## config.mk

```make
export PLATFORM = sky130hd
export DESIGN_NAME = stream_qos_scheduler_flat
export DESIGN_NICKNAME = d
export VERILOG_FILES = /design/src/rtl/stream_qos_scheduler_if.sv /design/src/rtl/stream_qos_scheduler.sv /design/src/flat_wrapper.sv
export SDC_FILE = /design/constraint.sdc
export NUM_CORES = 1
export LEC_CHECK = 0
export CAP_MARGIN = 20
export CORE_AREA = 5 5 53 55
export DETAILED_ROUTE_END_ITERATION = 8
export DIE_AREA = 0 0 58 60
export GPL_TIMING_DRIVEN = 0
export HOLD_SLACK_MARGIN = 0.03
export MAX_ROUTING_LAYER = met4
export PLACE_DENSITY = 0.76
export RECOVER_POWER = 100
export REMOVE_ABC_BUFFERS = 1
export SLEW_MARGIN = 0
export SYNTH_ARGS = -nofsm -noshare
export SYNTH_HDL_FRONTEND = slang
export SYNTH_SLANG_ARGS = --single-unit
```

## constraint.sdc

```tcl
create_clock -name clk -period 1.6 [get_ports clk]
set_clock_uncertainty 0.05 [all_clocks]
set_input_delay 0.16 -clock clk [delete_from_list [all_inputs] [get_ports clk]]
set_output_delay 0.16 -clock clk [all_outputs]
set_load 0.03 [all_outputs]
```

## src/rtl/stream_qos_scheduler_if.sv

```systemverilog
// stream_qos_scheduler_if
//   Bundles the STREAM_COUNT source-side stream ports and the single
//   sink-side stream port of the QoS scheduler.
//
//   Source side (one lane per input stream):
//     s_data_i[]  beat data          s_qos_i[]   per-stream QoS
//     s_last_i    last beat flags    s_valid_i   beat valid flags
//     s_ready_o   beat accepted flags
//   Sink side (the shared output stream):
//     m_data_o, m_qos_o, m_id_o, m_last_o, m_valid_o, m_ready_i
//
//   modport slave  : the scheduler itself
//   modport master : the environment (sources + downstream consumer)
interface stream_qos_scheduler_if #(
    parameter int T_DATA_WIDTH = 8,
    parameter int T_QOS__WIDTH = 4,
    parameter int STREAM_COUNT = 2,
    parameter int T_ID___WIDTH = $clog2(STREAM_COUNT)
);
    logic [T_DATA_WIDTH-1:0] s_data_i [STREAM_COUNT];
    logic [T_QOS__WIDTH-1:0] s_qos_i  [STREAM_COUNT];
    logic [STREAM_COUNT-1:0] s_last_i;
    logic [STREAM_COUNT-1:0] s_valid_i;
    logic [STREAM_COUNT-1:0] s_ready_o;

    logic [T_DATA_WIDTH-1:0] m_data_o;
    logic [T_QOS__WIDTH-1:0] m_qos_o;
    logic [T_ID___WIDTH-1:0] m_id_o;
    logic                    m_last_o;
    logic                    m_valid_o;
    logic                    m_ready_i;

    modport slave (
        input  s_data_i, s_qos_i, s_last_i, s_valid_i, m_ready_i,
        output s_ready_o, m_data_o, m_qos_o, m_id_o, m_last_o, m_valid_o
    );

    modport master (
        output s_data_i, s_qos_i, s_last_i, s_valid_i, m_ready_i,
        input  s_ready_o, m_data_o, m_qos_o, m_id_o, m_last_o, m_valid_o
    );
endinterface

```

## src/rtl/stream_qos_scheduler.sv

```systemverilog
// stream_qos_scheduler
//   Packet-locked QoS scheduler sharing one output stream among
//   STREAM_COUNT input streams. In IDLE it arbitrates among valid
//   streams (promoted first, then highest QoS, ties round-robin from
//   rr_ptr+1), latches the winner id and its QoS, and moves to BUSY.
//   In BUSY the granted stream is passed straight through to the output
//   until its last beat transfers; the FSM then spends one cycle in IDLE.
//
//   Optional feature macro: STREAM_QOS_SCHEDULER_AGING_EN
//     defined   : per-stream age counters; a stream that has lost
//                 AGE_LIMIT arbitrations while requesting is promoted
//     undefined : pure QoS + round-robin, AGE_LIMIT unused
//
//   Ports:
//     clk  clock
//     rst  asynchronous active-high reset
//     bus  stream_qos_scheduler_if.slave (source lanes + output stream)
module stream_qos_scheduler #(
    parameter int T_DATA_WIDTH = 8,
    parameter int T_QOS__WIDTH = 4,
    parameter int STREAM_COUNT = 2,
    parameter int T_ID___WIDTH = $clog2(STREAM_COUNT),
    parameter int AGE_LIMIT    = 15
) (
    input  logic                  clk,
    input  logic                  rst,
    stream_qos_scheduler_if.slave bus
);

    typedef enum logic {IDLE, BUSY} state_t;

    state_t                  state_q, state_d;
    logic [T_ID___WIDTH-1:0] id_q;
    logic [T_ID___WIDTH-1:0] rr_q;
    logic [T_QOS__WIDTH-1:0] qos_q;
    logic [T_ID___WIDTH-1:0] win_id;
    logic [STREAM_COUNT-1:0] promo;
    logic [STREAM_COUNT-1:0] elig;
    logic [T_QOS__WIDTH-1:0] max_qos;
    logic                    grant;
    logic                    xfer;

    // ------------------------------------------------------------------
    // Arbiter: build the eligible set (promoted streams if any, else the
    // valid streams at the maximum QoS), then take the first eligible
    // stream walking from rr_ptr+1 with wrap.
    // ------------------------------------------------------------------
    always_comb begin
        int  cand;
        logic hit;
        max_qos = '0;
        for (int i = 0; i < STREAM_COUNT; i++) begin
            if (bus.s_valid_i[i] && (bus.s_qos_i[i] > max_qos))
                max_qos = bus.s_qos_i[i];
        end
        for (int i = 0; i < STREAM_COUNT; i++) begin
            elig[i] = (|promo) ? promo[i]
                               : (bus.s_valid_i[i] && (bus.s_qos_i[i] == max_qos));
        end
        win_id = '0;
        hit    = 1'b0;
        cand   = 0;
        for (int k = 1; k <= STREAM_COUNT; k++) begin
            cand = (int'(rr_q) + k) % STREAM_COUNT;
            if (!hit && elig[cand[T_ID___WIDTH-1:0]]) begin
                hit    = 1'b1;
                win_id = cand[T_ID___WIDTH-1:0];
            end
        end
    end

    // ------------------------------------------------------------------
    // Aging: counters only move on a grant, so they are frozen in BUSY.
    // ------------------------------------------------------------------
`ifdef STREAM_QOS_SCHEDULER_AGING_EN
    localparam int AGE_W = $clog2(AGE_LIMIT + 1);

    for (genvar g = 0; g < STREAM_COUNT; g++) begin : g_age
        logic [AGE_W-1:0] age_q;

        assign promo[g] = bus.s_valid_i[g] && (age_q == AGE_W'(AGE_LIMIT));

        always_ff @(posedge clk or posedge rst) begin
            if (rst) begin
                age_q <= '0;
            end else if (grant) begin
                if (win_id == T_ID___WIDTH'(g))
                    age_q <= '0;
                else if (bus.s_valid_i[g] && (age_q != AGE_W'(AGE_LIMIT)))
                    age_q <= age_q + 1'b1;
            end
        end
    end
`else
    localparam int unused_age_limit = AGE_LIMIT;
    assign promo = '0;
`endif

    // ------------------------------------------------------------------
    // FSM
    // ------------------------------------------------------------------
    assign xfer = (state_q == BUSY) && bus.s_valid_i[id_q] && bus.m_ready_i;

    always_ff @(posedge clk or posedge rst) begin
        if (rst) begin
            state_q <= IDLE;
            id_q    <= '0;
            qos_q   <= '0;
            // Start just before stream 0 so it wins the first tie.
            rr_q    <= T_ID___WIDTH'(STREAM_COUNT - 1);
        end else begin
            state_q <= state_d;
            if (grant) begin
                id_q  <= win_id;
                qos_q <= bus.s_qos_i[win_id];
                rr_q  <= win_id;
            end
        end
    end

    always_comb begin
        state_d = state_q;
        grant   = 1'b0;
        case (state_q)
            IDLE: begin
                if (|bus.s_valid_i) begin
                    grant   = 1'b1;
                    state_d = BUSY;
                end
            end
            BUSY: begin
                // Packet lock: only the locked stream's last beat releases us.
                if (xfer && bus.s_last_i[id_q])
                    state_d = IDLE;
            end
            default: state_d = IDLE;
        endcase
    end

    // ------------------------------------------------------------------
    // Output mux: zero-latency pass-through of the locked stream in BUSY,
    // all zeros in IDLE (and therefore immediately on reset).
    // ------------------------------------------------------------------
    always_comb begin
        bus.m_valid_o = 1'b0;
        bus.m_data_o  = '0;
        bus.m_last_o  = 1'b0;
        bus.s_ready_o = '0;
        if (state_q == BUSY) begin
            bus.m_valid_o       = bus.s_valid_i[id_q];
            bus.m_data_o        = bus.s_data_i[id_q];
            bus.m_last_o        = bus.s_last_i[id_q];
            bus.s_ready_o[id_q] = bus.m_ready_i;
        end
    end

    assign bus.m_id_o  = id_q;
    assign bus.m_qos_o = qos_q;

endmodule

```

## src/flat_wrapper.sv

```systemverilog
// flat-port wrapper written by rule: the top's interface ports become plain ports
module stream_qos_scheduler_flat 
#(
    parameter int T_DATA_WIDTH = 8,
    parameter int T_QOS__WIDTH = 4,
    parameter int STREAM_COUNT = 2,
    parameter int T_ID___WIDTH = $clog2(STREAM_COUNT),
    parameter int AGE_LIMIT    = 15
)
  (clk, rst, bus_s_data_i, bus_s_qos_i, bus_s_last_i, bus_s_valid_i, bus_m_ready_i, bus_s_ready_o, bus_m_data_o, bus_m_qos_o, bus_m_id_o, bus_m_last_o, bus_m_valid_o);
  stream_qos_scheduler_if #(.T_DATA_WIDTH(T_DATA_WIDTH), .T_QOS__WIDTH(T_QOS__WIDTH), .STREAM_COUNT(STREAM_COUNT), .T_ID___WIDTH(T_ID___WIDTH)) bus_i ();
  input  logic clk;
  input  logic rst;
  input wire logic [$bits(bus_i.s_data_i)-1:0] bus_s_data_i;
  input wire logic [$bits(bus_i.s_qos_i)-1:0] bus_s_qos_i;
  input wire logic [$bits(bus_i.s_last_i)-1:0] bus_s_last_i;
  input wire logic [$bits(bus_i.s_valid_i)-1:0] bus_s_valid_i;
  input wire logic [$bits(bus_i.m_ready_i)-1:0] bus_m_ready_i;
  output wire logic [$bits(bus_i.s_ready_o)-1:0] bus_s_ready_o;
  output wire logic [$bits(bus_i.m_data_o)-1:0] bus_m_data_o;
  output wire logic [$bits(bus_i.m_qos_o)-1:0] bus_m_qos_o;
  output wire logic [$bits(bus_i.m_id_o)-1:0] bus_m_id_o;
  output wire logic [$bits(bus_i.m_last_o)-1:0] bus_m_last_o;
  output wire logic [$bits(bus_i.m_valid_o)-1:0] bus_m_valid_o;
  assign bus_i.s_data_i = {>>{bus_s_data_i}};
  assign bus_i.s_qos_i = {>>{bus_s_qos_i}};
  assign bus_i.s_last_i = bus_s_last_i;
  assign bus_i.s_valid_i = bus_s_valid_i;
  assign bus_i.m_ready_i = bus_m_ready_i;
  assign bus_s_ready_o = bus_i.s_ready_o;
  assign bus_m_data_o = bus_i.m_data_o;
  assign bus_m_qos_o = bus_i.m_qos_o;
  assign bus_m_id_o = bus_i.m_id_o;
  assign bus_m_last_o = bus_i.m_last_o;
  assign bus_m_valid_o = bus_i.m_valid_o;
  stream_qos_scheduler #(.T_DATA_WIDTH(T_DATA_WIDTH), .T_QOS__WIDTH(T_QOS__WIDTH), .STREAM_COUNT(STREAM_COUNT), .T_ID___WIDTH(T_ID___WIDTH), .AGE_LIMIT(AGE_LIMIT)) u_core (.clk(clk), .rst(rst), .bus(bus_i));
endmodule
```

Word level (Yosys, flattened, before mapping)
Index checks and enable logic that the tools add are counted.

cells by class
  add/subtract/negate cells = 2
  magnitude comparators = 8
  equality and inequality tests = 2
  multiplexer cells = 29
  bitwise operators = 4
  reductions and logical operators = 11

operators by type and width
  operator             number
  $mux 8               4
  $mux 4               5
  $mux 1               17
  $logic_and 1x1->1    9
  $eq 4x4->1           2
  $lt 1x2->1 const B   3
  $ge 2x2->1 const B   2
  $gt 4x1->1 const B   1
  $gt 4x4->1           1
  $not 1->2            2
  $add 1x1->1 const B  2
  $and 2x2->2          1
  $mux 2               1
  $pmux 1 s2           1
  $reduce_or 2->1      1
  $demux 1 s1          1
  $ge 1x1->1 const B   1
  $logic_not 1->1      1
  $not 1->1            1

storage, ports and cells
  flip-flop bits (word level) = 7
  output and inout bits = 17
  word-level logic and storage cells = 60

Longest topological paths before layout
Gate-level depths: netlist of run 1.

  depth in word-level cells = 18
  gate-level depth with buffers = 10

Least setup slack after synthesis of run 1
No wires, ideal clock.

  path type = register -> output
  start = reg u_core.id_q (netlist: u_core.bus.m_id_o)
  end = out bus_m_data_o[0]
  data arrival time = 1725 ps
  data required time = 1390 ps
  path slack = -335 ps
  cell stages (with the launch flop) = 5
  path through = dfrtp_1 clkbuf_1 buf_1 mux2i_1 nor2b_1

on the way
  cells in the longest elaborated chain, start to end = 5

RTL lines
  item                                        line                         RTL
  start, declared                             stream_qos_scheduler.sv:33   logic [T_ID___WIDTH-1:0] id_q;
  start signal, assigned                      stream_qos_scheduler.sv:114  id_q <= win_id;
  $not 1->2 (implied by the code)             stream_qos_scheduler.sv:151  bus.m_data_o = bus.s_data_i[id_q];
  $mux 8 (implied by the code) (3 in series)  stream_qos_scheduler.sv:151
  $mux 8                                      stream_qos_scheduler.sv:149  if (state_q == BUSY) begin
  end, declared                               flat_wrapper.sv:20           output wire logic [$bits(bus_i.m_data_o)-1:0] bus_m_data_o;

Every way passes these cells. The select of a mux whose other input is x is not followed.

Worst setup path in the final report of run 1
  start = reg u_core.id_q (netlist: u_core.bus.m_id_o)
  end = out bus_m_last_o

on the way
  cells in the longest elaborated chain, start to end = 3

RTL lines
  item                                        line                         RTL
  $mux 1 (implied by the code) (2 in series)  stream_qos_scheduler.sv:152  bus.m_last_o = bus.s_last_i[id_q];
  $mux 1                                      stream_qos_scheduler.sv:149
  end, declared                               flat_wrapper.sv:23           output wire logic [$bits(bus_i.m_last_o)-1:0] bus_m_last_o;

Every way passes these cells. The select of a mux whose other input is x is not followed.

==> reports/metrics.cfg, run 1 <==
[clocking]
htreeDepth = 1
postCtsHoldBufs = 0
cts_tree = yes
cts-root-buf = clkbuf_4
clkSlewWorstSetupHoldPaths_ns = 0.06
numCtsBuffers = 3
clockBufferDepth = 2
cts_num_sinks = 7
clkLatencyLatePin_ns = 0.26

[drt]
postRouteAntennaNets = 0
drc = 0
viasPerCell = 5.33
vias = 1034
firstDrtPassIters = 4
wl_per_cell_um = 16.3
routed_wl_mm = 3.17
drt_iter0_markers = 40

[layout]
final-seq-area_um2 = 179
final_cell_area_um2 = 1490
multi_input_area_um2 = 696
finish.utilization = 0.637
fin_nets = 200
antennaDiodeCount = 0
fin_cells = 194
fillers = 196
drive_gt1_frac = 0.421
syn_to_final_growth_pct = 88.5

[floorplanning]
std_cell_rows = 18
start_util = 0.338
design.core.area_um2 = 2340
chipHeight_um = 60
fp.dieW_um = 58
die_area_um2 = 3480
io_pins = 48

[place]
dpl_worst_slack_ns = -0.916
dpl.cell_count = 173
dp_hpwl_mm = 2.10
dpl_cell_area_um2 = 1270
port_buffers = 47
gp_congestion = 0.820

[logic_synthesis]
synthFlopType = dfrtp_1
ys_types = 32
synth_top_area_frac = 0.190
synth_area_leader_cell = dfrtp_1
ys_warn_count = 0
seq_area_frac_synth = 0.223
synth_edf_count = 0
synth.avg_cell_area_um2 = 7.84
synth_area_um2 = 792
synth_cells = 101
async_reset_ff_frac = 1.00
synthTopCellsByCount = nor2b_1, nand2_1, mux2i_1, a21oi_1, nor2_1
synth-seq-cells = 7
synth_area_leaders = dfrtp_1, mux2i_1, nor2b_1
yosys.cell_count.top_type = nor2b_1

[power_and_ir_drop]
powerDensity_nw_per_um2 = 1260
static-leakage-power_nw = 0.651
total_power_mw = 1.88
ir_drop_uv = 883

[sta]
period_needed_ns = 1.61
worst_pin_slew_ns = 0.568
hold_slack_ns = 0.161
setup_viol = 1
fin_setup_tns_ns = -0.00822
worst_slack_ns = -0.00822
grt_setup_unrepaired = true
finalHoldViolCount = 0
finalCritPeriodShare = 1.01
maxSlewHeadroom = 0.617
fmax_ghz = 0.622
slew_viol_final = 0

[grt]
grt.total_usage = 0.181
grtUsageMet2 = 0.335
grt_pass1_wl_mm = 4.67
overflow = 0
grt_use_met3 = 0.0475
antenna_found_initial = 0
use_met1 = 0.174
grt_max_degree = 16
top_usage_layer = met2
grt_pass1_vias = 1014

[critical_path]
crit_chain = buf_6 > buf_6 > mux2i_1 > nor2b_1 > buf_4
cp_max_fo = 6
crit_path_frequent_cell = buf_6
cp_data_required_time_ns = 1.39
crit_slowest_cell = dfrtp_2
setup.worst_path.end_class = output pin
path_buf_inv = 3
critPathArrivalTime_ns = 1.40
path_delay_family = buffers and inverters
path_class = flip-flop to output pin
cp-start-kind = flip-flop
slowest_delay_ns = 0.43

[flow_run]
maxCapViolations = 0

[hold_path]
hold_class = primary input to flip-flop

[outcome]
violations = negative setup slack
status = complete, but fails checks

==> kinds of logic after synthesis <==
group | synth area share
AND/OR/NAND/NOR | 0.270
AO/OA/AOI/OAI | 0.245
buffers and inverters | 0.0616
multiplexers | 0.126
flip-flops | 0.223
adder cells (fa/ha/maj) | 0.0632
XOR/XNOR | 0.0111
==> what timing repair did <==
item | 4_1_cts | 5_1_grt
gates resized for setup | 86 | 46
endpoints found under the setup margin | 19 | 16
pin swaps | 10 | 11
buffers inserted | 11 | 6
gates cloned | 0 | 0
==> final timing paths <==
| path | from | end | slack, ns | cells after the start |
|---|---|---|---|---|
| min in group asynchronous | rst | u_core.bus.m_qos_o[2] | 0.22 | 2 |
| min | bus_s_qos_i[6] | u_core.bus.m_qos_o[2] | 0.16 | 3 |
| max in group asynchronous | rst | u_core.rr_q | 1.01 | 2 |
| max | u_core.bus.m_id_o | bus_m_last_o | -0.008 | 5 |
| min reg2reg | u_core.rr_q | u_core.rr_q | 0.45 | 2 |
| max reg2reg | u_core.rr_q | u_core.bus.m_qos_o[0] | 0.08 | 5 |
==> cell type report <==
| type | instances | area share |
|---|---|---|
| well taps | 30 | 0.0251 |
| clock buffers | 4 | 0.0176 |
| repair buffers | 64 | 0.356 |
| flip-flops and latches | 7 | 0.120 |
| inverters | 6 | 0.0151 |
| multi-input cells | 83 | 0.466 |
==> registers in the layout, summed over array words and instances (netlist names) <==
signal / count
u_core.bus.m_id_o: 1
u_core.bus.m_qos_o: 4
u_core.rr_q: 1
u_core.state_q: 1
==> report_power, final <==
part           switching (mW)  internal, mW  leakage [nW]
Sequential             0.0771         0.270        0.0752
Combinational           0.758         0.607         0.561
Clock                  0.0695        0.0955        0.0150
Total                   0.905         0.972         0.651
==> tightest hold or removal path: cells and delay by family <==
family / cells / cell delay, ns
AO/OA/AOI/OAI: 2 / 0.14
buffers and inverters: 1 / 0.13
==> placed cells by master (no fill, tap or decap), drive strengths merged, types with 6 or more instances in the layout <==
master,netlist,routed
a21oi,8,8
nand2,13,13
mux2i,10,10
buf,3,35
clkbuf,2,6
nor2,8,8
clkdlybuf4s50,0,23
dfrtp,6,6
o21ai,6,6
inv,6,6
nor2b,13,13
==> metal layers <==
metal  vias to the layer above  share of wire
met5                         -              0
met4                         0          0.023
met3                        11          0.099
met2                        70           0.50
met1                       470           0.38
li1                        483              -
(Power assumes the default switching activity.)
==> run 2, diff against run 1 <==
--- a/config.mk
+++ b/config.mk
@@ -12,7 +12,7 @@
 export GPL_TIMING_DRIVEN = 0
 export HOLD_SLACK_MARGIN = 0.03
 export MAX_ROUTING_LAYER = met4
-export PLACE_DENSITY = 0.76
+export PLACE_DENSITY = 0.74
 export RECOVER_POWER = 100
 export REMOVE_ABC_BUFFERS = 1
 export SLEW_MARGIN = 0
==> run 2 against run 1 <==
Compared with the run above: the run now ends clean; flip-flop and latch count unchanged; die area unchanged; worst setup slack improved by 0.019 ns; via count decreased by 5.7%; sequential power increased by 7.2%; routed wire length decreased by 12%; highest routed layer unchanged.
==> reports/metrics.cfg, run 2 (synthesis results as in run 1) <==
[critical_path]
rr_endpoint = u_core.bus.m_qos_o[3]
crit_slowest_cell = o211ai_1
r2r-start = u_core.rr_q
crit_chain = buf_12 > nand2_4 > ha_4 > nor2b_4 > o211ai_1 > a21oi_2 > buf_4 > a21oi_4 > a211oi_2 > o32a_1
cp_data_required_time_ns = 1.68  ; +0.29 ns
critPathArrivalTime_ns = 1.67  ; +0.27 ns
r2r_cells = 6  ; +1
cp-start-kind = primary input
slowest_delay_ns = 0.30  ; -0.13 ns
cp_max_fo = 7  ; +1
path_delay_family = compound AO/OA/AOI/OAI gates
path_buf_inv = 2  ; -1
path_class = primary input to flip-flop
rrSetupSlack_ns = 0.08  ; about the same
setup.worst_path.end_class = flip-flop

[hold_path]
hold_class = primary input to flip-flop
worstHoldEndpoint = u_core.bus.m_qos_o[1]
hp-start = bus_s_qos_i[5]
holdPathStages = 3  ; unchanged

[grt]
grt_pass1_vias = 932  ; -8.1%
overflow = 0  ; unchanged
grt.total_usage = 0.166  ; -0.0153
antenna_found_initial = 0  ; unchanged
grt_pass1_wl_mm = 4.34  ; -7.1%
grt_max_degree = 16  ; unchanged

[clocking]
cts-root-buf = clkbuf_4
numCtsBuffers = 3  ; unchanged
clkSlewWorstSetupHoldPaths_ns = 0.05  ; about the same
clockBufferDepth = 2  ; unchanged
clkLatencyLatePin_ns = 0.25  ; about the same
htreeDepth = 1  ; unchanged
cts_tree = yes
cts_num_sinks = 7  ; unchanged

[sta]
finalHoldViolCount = 0  ; unchanged
setup_viol = 0  ; -1
slew_viol_final = 0  ; unchanged
maxSlewHeadroom = 0.646  ; +0.0291
worst_pin_slew_ns = 0.525  ; -0.0431 ns
period_needed_ns = 1.59  ; -0.0188 ns
fmax_ghz = 0.629  ; +1.2%
grt_setup_unrepaired = true
finalCritPeriodShare = 0.993  ; -0.0117
fin_setup_tns_ns = 0  ; +0.00822 ns

[drt]
drc = 0  ; unchanged
wl_per_cell_um = 15.0  ; -7.8%
postRouteAntennaNets = 0  ; unchanged
drt_iter0_markers = 17  ; -57%
firstDrtPassIters = 4  ; unchanged
routed_wl_mm = 2.80  ; -12%
viasPerCell = 5.24  ; -1.7%
vias = 975  ; -5.7%

[layout]
multi_input_area_um2 = 689  ; -0.90%
fin_nets = 192  ; -4.0%
final-seq-area_um2 = 179  ; unchanged
drive_gt1_frac = 0.391  ; -0.0297
final_common_cell = clkdlybuf4s50_1
antennaDiodeCount = 0  ; unchanged
fillers = 218  ; +11%
syn_to_final_growth_pct = 82.3
largest_register_ffs = 4  ; unchanged
mostFrequentLayoutCells = clkdlybuf4s50_1, nor2b_1, buf_4

[place]
dp_hpwl_mm = 2.06  ; -1.9%
gp_congestion = 0.893  ; +9.0%
port_buffers = 47  ; unchanged

[floorplanning]
fp.dieW_um = 58  ; unchanged
std_cell_rows = 18  ; unchanged
io_pins = 48  ; unchanged
chipHeight_um = 60  ; unchanged
design.core.area_um2 = 2340  ; unchanged
start_util = 0.338  ; unchanged
die_area_um2 = 3480  ; unchanged

[power_and_ir_drop]
seq_power_share = 0.215  ; +0.030
ir_drop_uv = 925  ; +4.7%
static-leakage-power_nw = 0.613  ; -5.9%
power_frac_comb = 0.694  ; -0.033
clockPowerShare = 0.091  ; +0.003
total_power_mw = 1.73  ; -7.7%
swShare = 0.486  ; +0.00395
power.internal_uw = 890  ; -8.4%
powerDensity_nw_per_um2 = 1200  ; -4.6%
switchingPower_uw = 842  ; -7.0%

[outcome]
status = completed

[flow_run]
maxCapViolations = 0  ; unchanged

[run 2: metrics by stage]
stage | setup WS, ns | utilization | cells | cell area (um^2) | hold slack [ns]
2_1_floorplan | -0.174 | - | 96 | 766 | -0.0873
3_3_place_gp | -0.804 | 0.544 | 173 | 1270 | 0.356
3_5_place_dp | -0.879 | 0.544 | 173 | 1270 | 0.358
4_1_cts | 0.000443 | 0.598 | 181 | 1400 | 0.0897
5_1_grt | -0.0441 | 0.616 | 186 | 1440 | 0.151
6_report | 0.0105 | 0.616 | 186 | 1440 | 0.142
[run 2: layer usage]
layer / global-route usage / up-vias / routed length (um)
met3: 0.0432 / 2 / 234
met4: 0.0232 / 0 / 21
met1: 0.183 / 444 / 1190
met2: 0.306 / 63 / 1350
met5: - / - / 0
li1: - / 466 / -
[run 2: final cells by class]
type                            instances  share of cell area
Multi-Input combinational cell         83               0.477
Timing Repair Buffer                   56               0.339
Sequential cell                         7               0.124
Tap cell                               30              0.0260
Clock buffer                            4              0.0182
Inverter                                6              0.0156
[run 2: repair_timing]
| item | CTS | global route |
|---|---|---|
| setup endpoints to repair | 19 | 13 |
| hold buffers | 0 | 0 |
| pin swaps | 9 | 11 |
| buffers inserted | 4 | 5 |
| gates resized for setup | 90 | 38 |
| hold endpoints to repair | 0 | 0 |
| cloned | 0 | 0 |
[run 2: how the worst max path moves through the flow]
| stage | startpoint | end | cells past startpoint |
|---|---|---|---|
| 2_1_floorplan | u_core.bus.m_id_o | u_core.state_q | 3 |
| 3_3_place_gp | bus_s_valid_i[0] | u_core.bus.m_qos_o[3] | 9 |
| 3_5_place_dp | bus_s_valid_i[0] | u_core.bus.m_qos_o[3] | 9 |
| 4_1_cts | u_core.bus.m_id_o | bus_m_data_o[1] | 3 |
| 5_1_grt | bus_s_valid_i[0] | u_core.bus.m_qos_o[3] | 10 |
| 6_report | bus_s_valid_i[0] | u_core.bus.m_qos_o[3] | 10 |
[run 2: power groups by stage]
stage	sequential, mW	clock [mW]	combinational [mW]
3_3_place_gp	0.388	0	1.14
4_1_cts	0.370	0.164	1.19
2_1_floorplan	0.490	0	0.564
3_5_place_dp	0.392	0	1.16
5_1_grt	0.390	0.177	1.28
6_report	0.372	0.158	1.20
[run 2: worst min-delay path, cell delays in order]
cell and delay [ns]:
buf_6 0.11, o21ai_1 0.07, a21oi_1 0.07
